--- src/rtl/axis_uart_ext.sv ---
// axis_uart_ext: UART serial engine between AXI-Stream TX/RX FIFOs and the pads.
// Runtime frame format (5..DATA_WIDTH data bits, optional parity, 1/2 stop bits),
// majority-vote oversampled receiver, break detection and RX idle timeout.
module axis_uart_ext #(
    parameter int DATA_WIDTH    = 9,
    parameter int DIVIDER_WIDTH = 16,
    parameter int OVERSAMPLE    = 16,
    parameter int TIMEOUT_WIDTH = 8
) (
    input  logic                     clk_i,
    input  logic                     rst_i,
    input  logic [DIVIDER_WIDTH-1:0] clk_divider_i,
    input  logic [3:0]               data_bits_i,
    input  logic                     stop2_i,
    input  logic                     parity_en_i,
    input  logic                     parity_odd_i,
    input  logic [TIMEOUT_WIDTH-1:0] timeout_i,
    input  logic                     uart_rx_i,
    output logic                     uart_tx_o,
    input  logic [DATA_WIDTH-1:0]    s_axis_tdata,
    input  logic                     s_axis_tvalid,
    output logic                     s_axis_tready,
    output logic [DATA_WIDTH-1:0]    m_axis_tdata,
    output logic [2:0]               m_axis_tuser,
    output logic                     m_axis_tvalid,
    input  logic                     m_axis_tready,
    output logic                     break_o,
    output logic                     rx_timeout_o,
    output logic                     tx_busy_o
);

    localparam int OS_W = $clog2(OVERSAMPLE);
    localparam logic [OS_W-1:0] OS_LAST = OS_W'(OVERSAMPLE - 1);
    localparam logic [OS_W-1:0] SMP0    = OS_W'(OVERSAMPLE / 2 - 1);
    localparam logic [OS_W-1:0] SMP1    = OS_W'(OVERSAMPLE / 2);
    localparam logic [OS_W-1:0] SMP2    = OS_W'(OVERSAMPLE / 2 + 1);

    localparam logic [2:0] TX_IDLE   = 3'd0;
    localparam logic [2:0] TX_START  = 3'd1;
    localparam logic [2:0] TX_DATA   = 3'd2;
    localparam logic [2:0] TX_PARITY = 3'd3;
    localparam logic [2:0] TX_STOP   = 3'd4;

    localparam logic [2:0] RX_IDLE     = 3'd0;
    localparam logic [2:0] RX_START    = 3'd1;
    localparam logic [2:0] RX_DATA     = 3'd2;
    localparam logic [2:0] RX_PARITY   = 3'd3;
    localparam logic [2:0] RX_STOP     = 3'd4;
    localparam logic [2:0] RX_BRK_WAIT = 3'd5;

    // Clamp the runtime data-bit count into 5..DATA_WIDTH.
    function automatic logic [3:0] clamp_bits(input logic [3:0] b);
        if (b < 4'd5)
            return 4'd5;
        else if (int'(b) > DATA_WIDTH)
            return 4'(DATA_WIDTH);
        else
            return b;
    endfunction

    // XOR of the low n bits of d.
    function automatic logic masked_xor(input logic [DATA_WIDTH-1:0] d, input logic [3:0] n);
        logic [DATA_WIDTH-1:0] m;
        m = ~({DATA_WIDTH{1'b1}} << n);
        return ^(d & m);
    endfunction

    // ---------------- baud tick ----------------
    logic [DIVIDER_WIDTH-1:0] tick_cnt;
    logic                     tick;
    assign tick = (tick_cnt == '0);

    // Free-running down-counter, one-cycle tick at zero then reload.
    always_ff @(posedge clk_i) begin
        if (rst_i)
            tick_cnt <= '0;
        else if (tick)
            tick_cnt <= clk_divider_i;
        else
            tick_cnt <= tick_cnt - 1'b1;
    end

    // ---------------- transmitter ----------------
    logic [2:0]            tx_state;
    logic [OS_W-1:0]       tx_os;
    logic [DATA_WIDTH-1:0] tx_shreg;
    logic [3:0]            tx_bits;
    logic [3:0]            tx_bit;
    logic                  tx_par_en;
    logic                  tx_par;
    logic                  tx_stop2;
    logic                  tx_stop_2nd;
    logic                  tx_line;
    logic                  tx_end;

    assign tx_end        = tick && (tx_os == OS_LAST);
    assign uart_tx_o     = tx_line;
    assign tx_busy_o     = (tx_state != TX_IDLE);
    assign s_axis_tready = (tx_state == TX_IDLE) && !rst_i;

    // TX frame sequencer; the line is registered and updated on each bit boundary.
    always_ff @(posedge clk_i) begin
        if (rst_i) begin
            tx_state    <= TX_IDLE;
            tx_os       <= '0;
            tx_shreg    <= '0;
            tx_bits     <= 4'd5;
            tx_bit      <= '0;
            tx_par_en   <= 1'b0;
            tx_par      <= 1'b0;
            tx_stop2    <= 1'b0;
            tx_stop_2nd <= 1'b0;
            tx_line     <= 1'b1;
        end else begin
            if (tx_state != TX_IDLE && tick)
                tx_os <= tx_end ? '0 : tx_os + 1'b1;
            case (tx_state)
                TX_IDLE: begin
                    if (s_axis_tvalid) begin
                        tx_shreg    <= s_axis_tdata;
                        tx_bits     <= clamp_bits(data_bits_i);
                        tx_bit      <= '0;
                        tx_par_en   <= parity_en_i;
                        tx_par      <= masked_xor(s_axis_tdata, clamp_bits(data_bits_i)) ^ parity_odd_i;
                        tx_stop2    <= stop2_i;
                        tx_stop_2nd <= 1'b0;
                        tx_os       <= '0;
                        tx_line     <= 1'b0;
                        tx_state    <= TX_START;
                    end
                end
                TX_START: begin
                    if (tx_end) begin
                        tx_line  <= tx_shreg[0];
                        tx_state <= TX_DATA;
                    end
                end
                TX_DATA: begin
                    if (tx_end) begin
                        if (tx_bit == tx_bits - 4'd1) begin
                            if (tx_par_en) begin
                                tx_line  <= tx_par;
                                tx_state <= TX_PARITY;
                            end else begin
                                tx_line  <= 1'b1;
                                tx_state <= TX_STOP;
                            end
                        end else begin
                            tx_shreg <= tx_shreg >> 1;
                            tx_line  <= tx_shreg[1];
                            tx_bit   <= tx_bit + 1'b1;
                        end
                    end
                end
                TX_PARITY: begin
                    if (tx_end) begin
                        tx_line  <= 1'b1;
                        tx_state <= TX_STOP;
                    end
                end
                TX_STOP: begin
                    if (tx_end) begin
                        if (tx_stop2 && !tx_stop_2nd)
                            tx_stop_2nd <= 1'b1;
                        else
                            tx_state <= TX_IDLE;
                    end
                end
                default: begin
                    tx_state <= TX_IDLE;
                    tx_line  <= 1'b1;
                end
            endcase
        end
    end

    // ---------------- receiver ----------------
    logic [1:0] rx_sync;
    logic       rx_s;
    assign rx_s = rx_sync[1];

    // Two-flop synchroniser for the asynchronous serial input.
    always_ff @(posedge clk_i) begin
        if (rst_i)
            rx_sync <= 2'b11;
        else
            rx_sync <= {rx_sync[0], uart_rx_i};
    end

    logic [2:0]            rx_state;
    logic [OS_W-1:0]       rx_os;
    logic [1:0]            rx_samp;
    logic [DATA_WIDTH-1:0] rx_data;
    logic [DATA_WIDTH-1:0] rx_mask;
    logic [3:0]            rx_bits;
    logic [3:0]            rx_bit;
    logic                  rx_par_en;
    logic                  rx_par_odd;
    logic                  rx_par_bit;
    logic                  rx_pe;
    logic                  rx_fe;
    logic                  rx_done;
    logic                  brk_pulse;
    logic                  rx_mid;
    logic                  rx_vote;

    assign rx_mid  = tick && (rx_os == SMP2);
    assign rx_vote = (rx_samp[0] & rx_samp[1]) | (rx_samp[0] & rx_s) | (rx_samp[1] & rx_s);

    // RX sequencer. The bit counter runs continuously from the start edge and every
    // decision is taken at the third sample point, so the state names the bit being
    // sampled next and the stop bit returns to IDLE mid-bit for early resync.
    always_ff @(posedge clk_i) begin
        if (rst_i) begin
            rx_state   <= RX_IDLE;
            rx_os      <= '0;
            rx_samp    <= 2'b11;
            rx_data    <= '0;
            rx_mask    <= '0;
            rx_bits    <= 4'd5;
            rx_bit     <= '0;
            rx_par_en  <= 1'b0;
            rx_par_odd <= 1'b0;
            rx_par_bit <= 1'b0;
            rx_pe      <= 1'b0;
            rx_fe      <= 1'b0;
            rx_done    <= 1'b0;
            brk_pulse  <= 1'b0;
        end else begin
            rx_done   <= 1'b0;
            brk_pulse <= 1'b0;
            if (rx_state != RX_IDLE && rx_state != RX_BRK_WAIT && tick) begin
                rx_os <= (rx_os == OS_LAST) ? '0 : rx_os + 1'b1;
                if (rx_os == SMP0) rx_samp[0] <= rx_s;
                if (rx_os == SMP1) rx_samp[1] <= rx_s;
            end
            case (rx_state)
                RX_IDLE: begin
                    if (!rx_s) begin
                        rx_os      <= '0;
                        rx_data    <= '0;
                        rx_mask    <= DATA_WIDTH'(1);
                        rx_bit     <= '0;
                        rx_bits    <= clamp_bits(data_bits_i);
                        rx_par_en  <= parity_en_i;
                        rx_par_odd <= parity_odd_i;
                        rx_par_bit <= 1'b0;
                        rx_pe      <= 1'b0;
                        rx_state   <= RX_START;
                    end
                end
                RX_START: begin
                    if (rx_mid)
                        rx_state <= rx_vote ? RX_IDLE : RX_DATA;
                end
                RX_DATA: begin
                    if (rx_mid) begin
                        if (rx_vote)
                            rx_data <= rx_data | rx_mask;
                        rx_mask <= rx_mask << 1;
                        rx_bit  <= rx_bit + 1'b1;
                        if (rx_bit == rx_bits - 4'd1)
                            rx_state <= rx_par_en ? RX_PARITY : RX_STOP;
                    end
                end
                RX_PARITY: begin
                    if (rx_mid) begin
                        rx_par_bit <= rx_vote;
                        rx_pe      <= rx_vote ^ (^rx_data) ^ rx_par_odd;
                        rx_state   <= RX_STOP;
                    end
                end
                RX_STOP: begin
                    if (rx_mid) begin
                        if (!rx_vote && rx_data == '0 && !(rx_par_en && rx_par_bit)) begin
                            brk_pulse <= 1'b1;
                            rx_state  <= RX_BRK_WAIT;
                        end else begin
                            rx_fe    <= ~rx_vote;
                            rx_done  <= 1'b1;
                            rx_state <= RX_IDLE;
                        end
                    end
                end
                RX_BRK_WAIT: begin
                    if (rx_s)
                        rx_state <= RX_IDLE;
                end
                default: rx_state <= RX_IDLE;
            endcase
        end
    end

    assign break_o = brk_pulse;

    // ---------------- output register ----------------
    logic overrun;

    // Holds the received word until accepted; words arriving while blocked set sticky overrun.
    always_ff @(posedge clk_i) begin
        if (rst_i) begin
            m_axis_tvalid <= 1'b0;
            m_axis_tdata  <= '0;
            m_axis_tuser  <= '0;
            overrun       <= 1'b0;
        end else begin
            if (m_axis_tvalid && m_axis_tready)
                m_axis_tvalid <= 1'b0;
            if (rx_done) begin
                if (!m_axis_tvalid || m_axis_tready) begin
                    m_axis_tdata  <= rx_data;
                    m_axis_tuser  <= {overrun, rx_fe, rx_pe};
                    m_axis_tvalid <= 1'b1;
                    overrun       <= 1'b0;
                end else begin
                    overrun <= 1'b1;
                end
            end
        end
    end

    // ---------------- idle timeout ----------------
    logic                     to_armed;
    logic [OS_W-1:0]          to_os;
    logic [TIMEOUT_WIDTH-1:0] to_cnt;
    logic                     to_pulse;

    assign rx_timeout_o = to_pulse;

    // Counts whole bit times of idle-high line after a completed frame; fires once.
    always_ff @(posedge clk_i) begin
        if (rst_i) begin
            to_armed <= 1'b0;
            to_os    <= '0;
            to_cnt   <= '0;
            to_pulse <= 1'b0;
        end else begin
            to_pulse <= 1'b0;
            if (rx_done) begin
                to_armed <= 1'b1;
                to_os    <= '0;
                to_cnt   <= '0;
            end else if (rx_state != RX_IDLE || !rx_s) begin
                to_os  <= '0;
                to_cnt <= '0;
            end else if (to_armed && tick && timeout_i != '0) begin
                if (to_os == OS_LAST) begin
                    to_os <= '0;
                    if (to_cnt == timeout_i - 1'b1) begin
                        to_pulse <= 1'b1;
                        to_armed <= 1'b0;
                        to_cnt   <= '0;
                    end else begin
                        to_cnt <= to_cnt + 1'b1;
                    end
                end else begin
                    to_os <= to_os + 1'b1;
                end
            end
        end
    end

endmodule

--- config.mk ---
export PLATFORM = sky130hd
export DESIGN_NAME = axis_uart_ext
export DESIGN_NICKNAME = d
export VERILOG_FILES = /design/src/rtl/axis_uart_ext.sv
export SDC_FILE = /design/constraint.sdc
export NUM_CORES = 1
export LEC_CHECK = 0
export CAP_MARGIN = 5
export CORE_UTILIZATION = 57
export CTS_CLUSTER_DIAMETER = 40
export CTS_CLUSTER_SIZE = 40
export DETAILED_ROUTE_END_ITERATION = 10
export PLACE_DENSITY = 0.8
export SYNTH_ARGS = -nofsm -noshare
export SYNTH_HDL_FRONTEND = slang
export SYNTH_SLANG_ARGS = --single-unit
--- constraint.sdc ---
create_clock -name clk_i -period 3.1 [get_ports clk_i]
set_input_delay 0.775 -clock clk_i [delete_from_list [all_inputs] [get_ports clk_i]]
set_output_delay 0.775 -clock clk_i [all_outputs]
set_load 0.005 [all_outputs]
==> metrics, run 1 <==
Async SR Flop Fraction=0; Mapped Area=5810 sq um; DRC violations left=0; I/O pin count=63; Port-buffer cells=slightly above 60; Final Critical Period=2.70 ns; hold crit path type=reg -> reg; post-synthesis sequential area ratio=0.403; status=completed; top_reg_cell synth=dfxtp_1; Max-Cap Viols=0; Die Wd=103 microns; largest net degree at the start of global routing=76; Yosys cell types=64; synthesis warning total=0; Setup Skew=~0.012 ns; Rows=36; Yosys reg bits=117; CP endpoint=rx_bit[3]; clock slew at reported path FFs=0.06 ns; unrepaired setup endpoints after global routing=false; Worst Path Required=3.53 ns; slew margin rel.=0.245; Worst-Skew Late Latency=0.52 ns; nets=832; Post-Route WL=13900 microns; placed cell count=slightly below 900; core area=9820 sq um; Reg2Reg Depth=6; CTS resizes=0; Final Cell Area=7170 sq um; drt wl/cell=~15 microns; number of diodes=0; top cell type's share of synthesized area=0.403; sequential share of power=0.369; CTS Buf Count=17; Root Driver=clkbuf_8; Gate Count Post-Synth=707; peak fanout along the critical path=12; CTS Hold Bufs=0; post-route ant nets=0; Layout area overhead=23.3%; Post-CTS Setup Bufs=0; most frequent cells after synthesis=dfxtp_1, nand2_1, nor2_1, a21oi_1, xnor2_1; flop-to-flop setup slack=0.40 ns; H-tree levels=4; PnR worst setup slack=0.401 ns; sw frac=0.318; DIE AREA=10600 sq um; fill cell count=762; power density over cell area=671 nW/um^2; CTS tree=built; layout cells sized above 1=0.0932; Tcrit/Tclk final=0.871; pre-CTS setup slack=-0.0624 ns; CTS sink cnt=around 120; Max Freq=0.371 GHz; Tot GR Track Use=0.278; pin slew with the least headroom to its limit=1.13 ns; EDFF count, synth=0; Synth Net Count=769; Clk network pwr share=0.399; combinational share of power=0.232; DRT Pass-1 Iters=5; Util after Layout=0.730; Hold Fails Final Rpt=0; Setup crit start kind=flop; storage element area=approximately 2300 sq um; Multi-input gate area=between 3000 and 4000 sq um; worst ir drop on vdd=around 0.54 mV; Worst R2R Start=tick_cnt[10]; Max Slew Vio Count=0; largest cells by area after synthesis=dfxtp_1, a21oi_1, xnor2_1; GP Congestion=around 0.85; Die H=between 100 and 150 microns; initial antenna violation count=0; Bufs on Longest Clock Path=2; Worst Path Class, Setup=reg -> reg; total gr overflow=0; DR vias=~5300; Finished Layout Cells=around 900; count leader, synth=dfxtp_1; Int Pwr=between 3 and 4 mW; Leak=2.60 nW; CP endpoint kind=flop; Switching Power=1.53 mW; DR vias/cell=5.81; r2r endpoint=rx_bit[3]; CP arrival=3.13 ns; area of placed instances=between 6000 and 7000 sq um; dpl hpwl=9430 microns; Synth area leader=dfxtp_1; DRT iter0 DRCs=368; Setup crit start=tick_cnt[10]; initial core utilization=0.592; syn_area_per_cell=8.22 sq um; endpoints failing setup=0; vias in the first global route=4964; global-route wire length before repair=23200 microns
==> per-stage QoR <==
step           TNS, ns  power (mW)  hold slack [ns]
2_1_floorplan        0        2.58            0.389
3_5_place_dp    -0.265        2.90            0.401
4_1_cts              0        4.82            0.437
3_3_place_gp         0        2.86            0.392
6_report             0        4.81            0.437
5_1_grt              0        5.06            0.450
==> power groups by stage <==
stage               logic (mW)  clock network (mW)  registers, mW
finish                    1.12                1.92           1.78
global route              1.25                2.02           1.79
CTS                       1.12                1.94           1.77
detailed placement        1.10                   0           1.80
global placement          1.07                   0           1.79
floorplan                0.826                   0           1.75
==> sequential cells by signal, summed over array words and instances (netlist names), 2 cells and up <==
| signal | flops |
|---|---|
| m_axis_tdata | 9 |
| to_os | 4 |
| m_axis_tuser | 3 |
| tx_state | 3 |
| tx_bit | 4 |
| to_cnt | 8 |
| tick_cnt | 16 |
| rx_os | 4 |
| rx_bits | 4 |
| tx_bits | 4 |
| rx_mask | 9 |
| rx_samp | 2 |
| rx_bit | 4 |
| tx_shreg | 9 |
| rx_state | 3 |
| tx_os | 4 |
| rx_sync | 2 |
| rx_data | 9 |
==> critical path, stage by stage (launching register included) <==
cell     delay (ns)
dfxtp_1        0.35
or3_4          0.39
or4_4          0.54
nor4_1         0.46
nor2_1         0.31
or3_1          0.41
a21oi_1        0.13
==> routing by layer <==
layer / global-route usage / wire length (microns) / vias up
li1: - / - / 2628
met1: 0.350 / 6150 / 2481
met2: 0.474 / 6830 / 191
met3: 0.0644 / 733 / 22
met4: 0.0834 / 187 / 0
met5: 0 / 0 / -
==> layout by cell type (no fill, tap or decap), types with 18 or more instances in the layout <==
master | netlist | routed
a21oi_1 | 72 | 72
xnor2_1 | 37 | 37
nand3_1 | 29 | 29
inv_1 | 27 | 27
xor2_1 | 18 | 18
nor2_1 | 75 | 75
buf_4 | 0 | 18
nor3_1 | 35 | 35
nand2_1 | 78 | 78
dfxtp_1 | 117 | 117
clkdlybuf4s50_1 | 0 | 61
o21ai_0 | 21 | 21
==> cells by family after synthesis <==
kind of cell | synth area share
flip-flops | 0.403
AO/OA/AOI/OAI | 0.176
XOR/XNOR | 0.0868
multiplexers | 0.0258
AND/OR/NAND/NOR | 0.228
buffers and inverters | 0.0422
adder cells (fa/ha/maj) | 0.0383
==> how the worst min path moves through the flow <==
stage	to	slack, ns	cells past startpoint	start
2_1_floorplan	rx_sync[1]	0.39	1	rx_sync[0]
3_3_place_gp	rx_sync[1]	0.39	1	rx_sync[0]
3_5_place_dp	rx_sync[1]	0.40	1	rx_sync[0]
4_1_cts	rx_sync[1]	0.44	1	rx_sync[0]
5_1_grt	rx_sync[1]	0.45	1	rx_sync[0]
6_report	rx_sync[1]	0.44	1	rx_sync[0]
==> final cells by class <==
cell class / instances / area share
timing repair buffer: 80 / 0.105
tap: 133 / 0.0232
clock inverter: 15 / 0.0236
inverter: 27 / 0.0141
multi-input combinational: 527 / 0.450
clock buffer: 17 / 0.0578
sequential: 117 / 0.327
Power figures use the tool's default switching activity.
==> inputs of run 2 (changes only) <==
--- a/config.mk
+++ b/config.mk
@@ -5,12 +5,13 @@
 export SDC_FILE = /design/constraint.sdc
 export NUM_CORES = 1
 export LEC_CHECK = 0
+export ABC_CLOCK_PERIOD_IN_PS = 3100
 export CAP_MARGIN = 5
 export CORE_UTILIZATION = 57
-export CTS_CLUSTER_DIAMETER = 40
 export CTS_CLUSTER_SIZE = 40
 export DETAILED_ROUTE_END_ITERATION = 10
 export PLACE_DENSITY = 0.8
+export SLEW_MARGIN = 20
 export SYNTH_ARGS = -nofsm -noshare
 export SYNTH_HDL_FRONTEND = slang
 export SYNTH_SLANG_ARGS = --single-unit
==> metrics, run 2 (synthesis gave the netlist of run 1 again) <==
endpoints failing setup=0 (unchanged); I/O pin count=63 (unchanged); status=completed (unchanged); initial core utilization=0.592 (unchanged); Bufs on Longest Clock Path=2 (unchanged); Max-Cap Viols=0 (unchanged); flop-to-flop setup slack=0.40 ns (about the same); DRC violations left=0 (unchanged); Reg2Reg Depth=6 (unchanged); pin slew with the least headroom to its limit=0.818 ns (was 1.13 ns); placed cell count=884 (unchanged); Die H=103 microns (unchanged); vias in the first global route=4964 (unchanged); Root Driver=clkbuf_8 (unchanged); CTS sink cnt=117 (unchanged); CP endpoint=s_axis_tready (was rx_bit[3]); Setup crit start=tx_state[0] (was tick_cnt[10]); clock slew at reported path FFs=0.06 ns (about the same); hold crit path type=reg -> reg (unchanged); Final Cell Area=7170 sq um (unchanged); max FFs per register=16 (unchanged); CTS Hold Bufs=0 (unchanged); Worst Path Required=2.32 ns (was 3.53 ns); post-route ant nets=0 (unchanged); Post-Route WL=13900 microns (about the same); Tot GR Track Use=0.278 (unchanged); DRT Pass-1 Iters=7 (was 5); DR vias=5307 (was 5322); layout cells sized above 1=0.0932 (unchanged); dpl hpwl=9430 microns (unchanged); Largest Register=tick_cnt (unchanged); global-route wire length before repair=23200 microns (unchanged); Max Slew Vio Count=0 (unchanged); H-tree levels=4 (unchanged); nets=832 (unchanged); Die Wd=103 microns (unchanged); total chip power=4.81 mW (about the same); Post-CTS Setup Bufs=0 (unchanged); Worst Path Class, Setup=reg -> out (was reg -> reg); CTS Buf Count=17 (unchanged); slew margin rel.=0.440 (was 0.245); unrepaired setup endpoints after global routing=false (unchanged); Hold Fails Final Rpt=0 (unchanged); number of diodes=0 (unchanged); Leak=2.60 nW (about the same); GP Congestion=0.850 (unchanged); Max Freq=0.370 GHz (was 0.371 GHz); CP endpoint kind=primary output (was flop); Worst R2R Start=tick_cnt[10] (unchanged); area of placed instances=6590 sq um (unchanged); DRT iter0 DRCs=374 (was 368); Worst-Skew Late Latency=0.51 ns (was 0.52 ns); drt wl/cell=15.2 microns (about the same); DR vias/cell=5.79 (was 5.81); worst hold margin=0.438 ns (was 0.437 ns); pre-CTS setup slack=-0.0624 ns (unchanged); total gr overflow=0 (unchanged); peak fanout along the critical path=10 (was 12); worst ir drop on vdd=0.544 mV (was 0.545 mV); PnR worst setup slack=0.399 ns (was 0.401 ns); initial antenna violation count=0 (unchanged); CP arrival=1.93 ns (was 3.13 ns); Finished Layout Cells=916 (unchanged); Tcrit/Tclk final=0.871 (about the same); power density over cell area=672 nW/um^2 (was 671 nW/um^2); CTS resizes=0 (unchanged); core area=9820 sq um (unchanged); Fin Setup TNS=0 ns (unchanged); Util after Layout=0.730 (unchanged); Rows=36 (unchanged); Final Critical Period=2.70 ns (about the same); Setup crit start kind=flop (unchanged); leading cell type in the layout, fill and taps excluded=dfxtp_1 (unchanged); Setup Skew=0.00889 ns (was 0.0121 ns); Layout area overhead=23.3% (unchanged); DIE AREA=10600 sq um (unchanged); Port-buffer cells=62 (unchanged); CTS tree=built (unchanged); commonest cells after routing, fill and taps aside=dfxtp_1, nand2_1, nor2_1 (unchanged); r2r endpoint=rx_bit[3] (unchanged); largest net degree at the start of global routing=76 (unchanged)
-- run 2: cell counts in the layout (fill, tap and decap cells not counted) --
Identical to the previous run, type by type.
-- run 2: final cells by class --
cell class / count / area [sq um]
multi-input cells: 527 / 3220
flip-flops and latches: 117 / 2340
inverters: 27 / 101
fillers: 762 / 2650
clock buffers: 17 / 414
well taps: 133 / 166
repair buffers: 80 / 751
clock inverters: 15 / 169
-- run 2: how the worst min path moves through the flow --
stage / start / endpoint / slack (ns) / depth (start not counted)
finish: rx_sync[0] / rx_sync[1] / 0.44 / 1
floorplan: rx_sync[0] / rx_sync[1] / 0.39 / 1
global route: rx_sync[0] / rx_sync[1] / 0.45 / 1
CTS: rx_sync[0] / rx_sync[1] / 0.44 / 1
detailed placement: rx_sync[0] / rx_sync[1] / 0.40 / 1
global placement: rx_sync[0] / rx_sync[1] / 0.39 / 1
-- run 2: critical path, cell delays in order (launching register included) --
cell and delay (ns):
dfxtp_1 0.40, nor3_1 0.29, inv_1 0.11, nor2_1 0.11, clkdlybuf4s50_1 0.51
-- run 2: metal layers --
metal | part of all wire | wire length (microns) | up-vias | GRT usage
li1 | - | - | 2630 | -
met1 | 0.44 | 6170 | 2469 | 0.350
met2 | 0.49 | 6860 | 187 | 0.474
met3 | 0.049 | 681 | 21 | 0.0644
met4 | 0.014 | 196 | 0 | 0.0834
met5 | 0 | 0 | - | 0
-- run 2: power by group --
part	internal, mW	switching (mW)
Clock	1.16	0.758
Combinational	0.487	0.632
Sequential	1.63	0.141
==> inputs of run 3 (changes only) <==
--- a/config.mk
+++ b/config.mk
@@ -11,7 +11,6 @@
 export CTS_CLUSTER_SIZE = 40
 export DETAILED_ROUTE_END_ITERATION = 10
 export PLACE_DENSITY = 0.8
-export SLEW_MARGIN = 20
 export SYNTH_ARGS = -nofsm -noshare
 export SYNTH_HDL_FRONTEND = slang
 export SYNTH_SLANG_ARGS = --single-unit
==> results of run 3 <==
No change in the layout: final DEF, timing and power equal those of run 1.
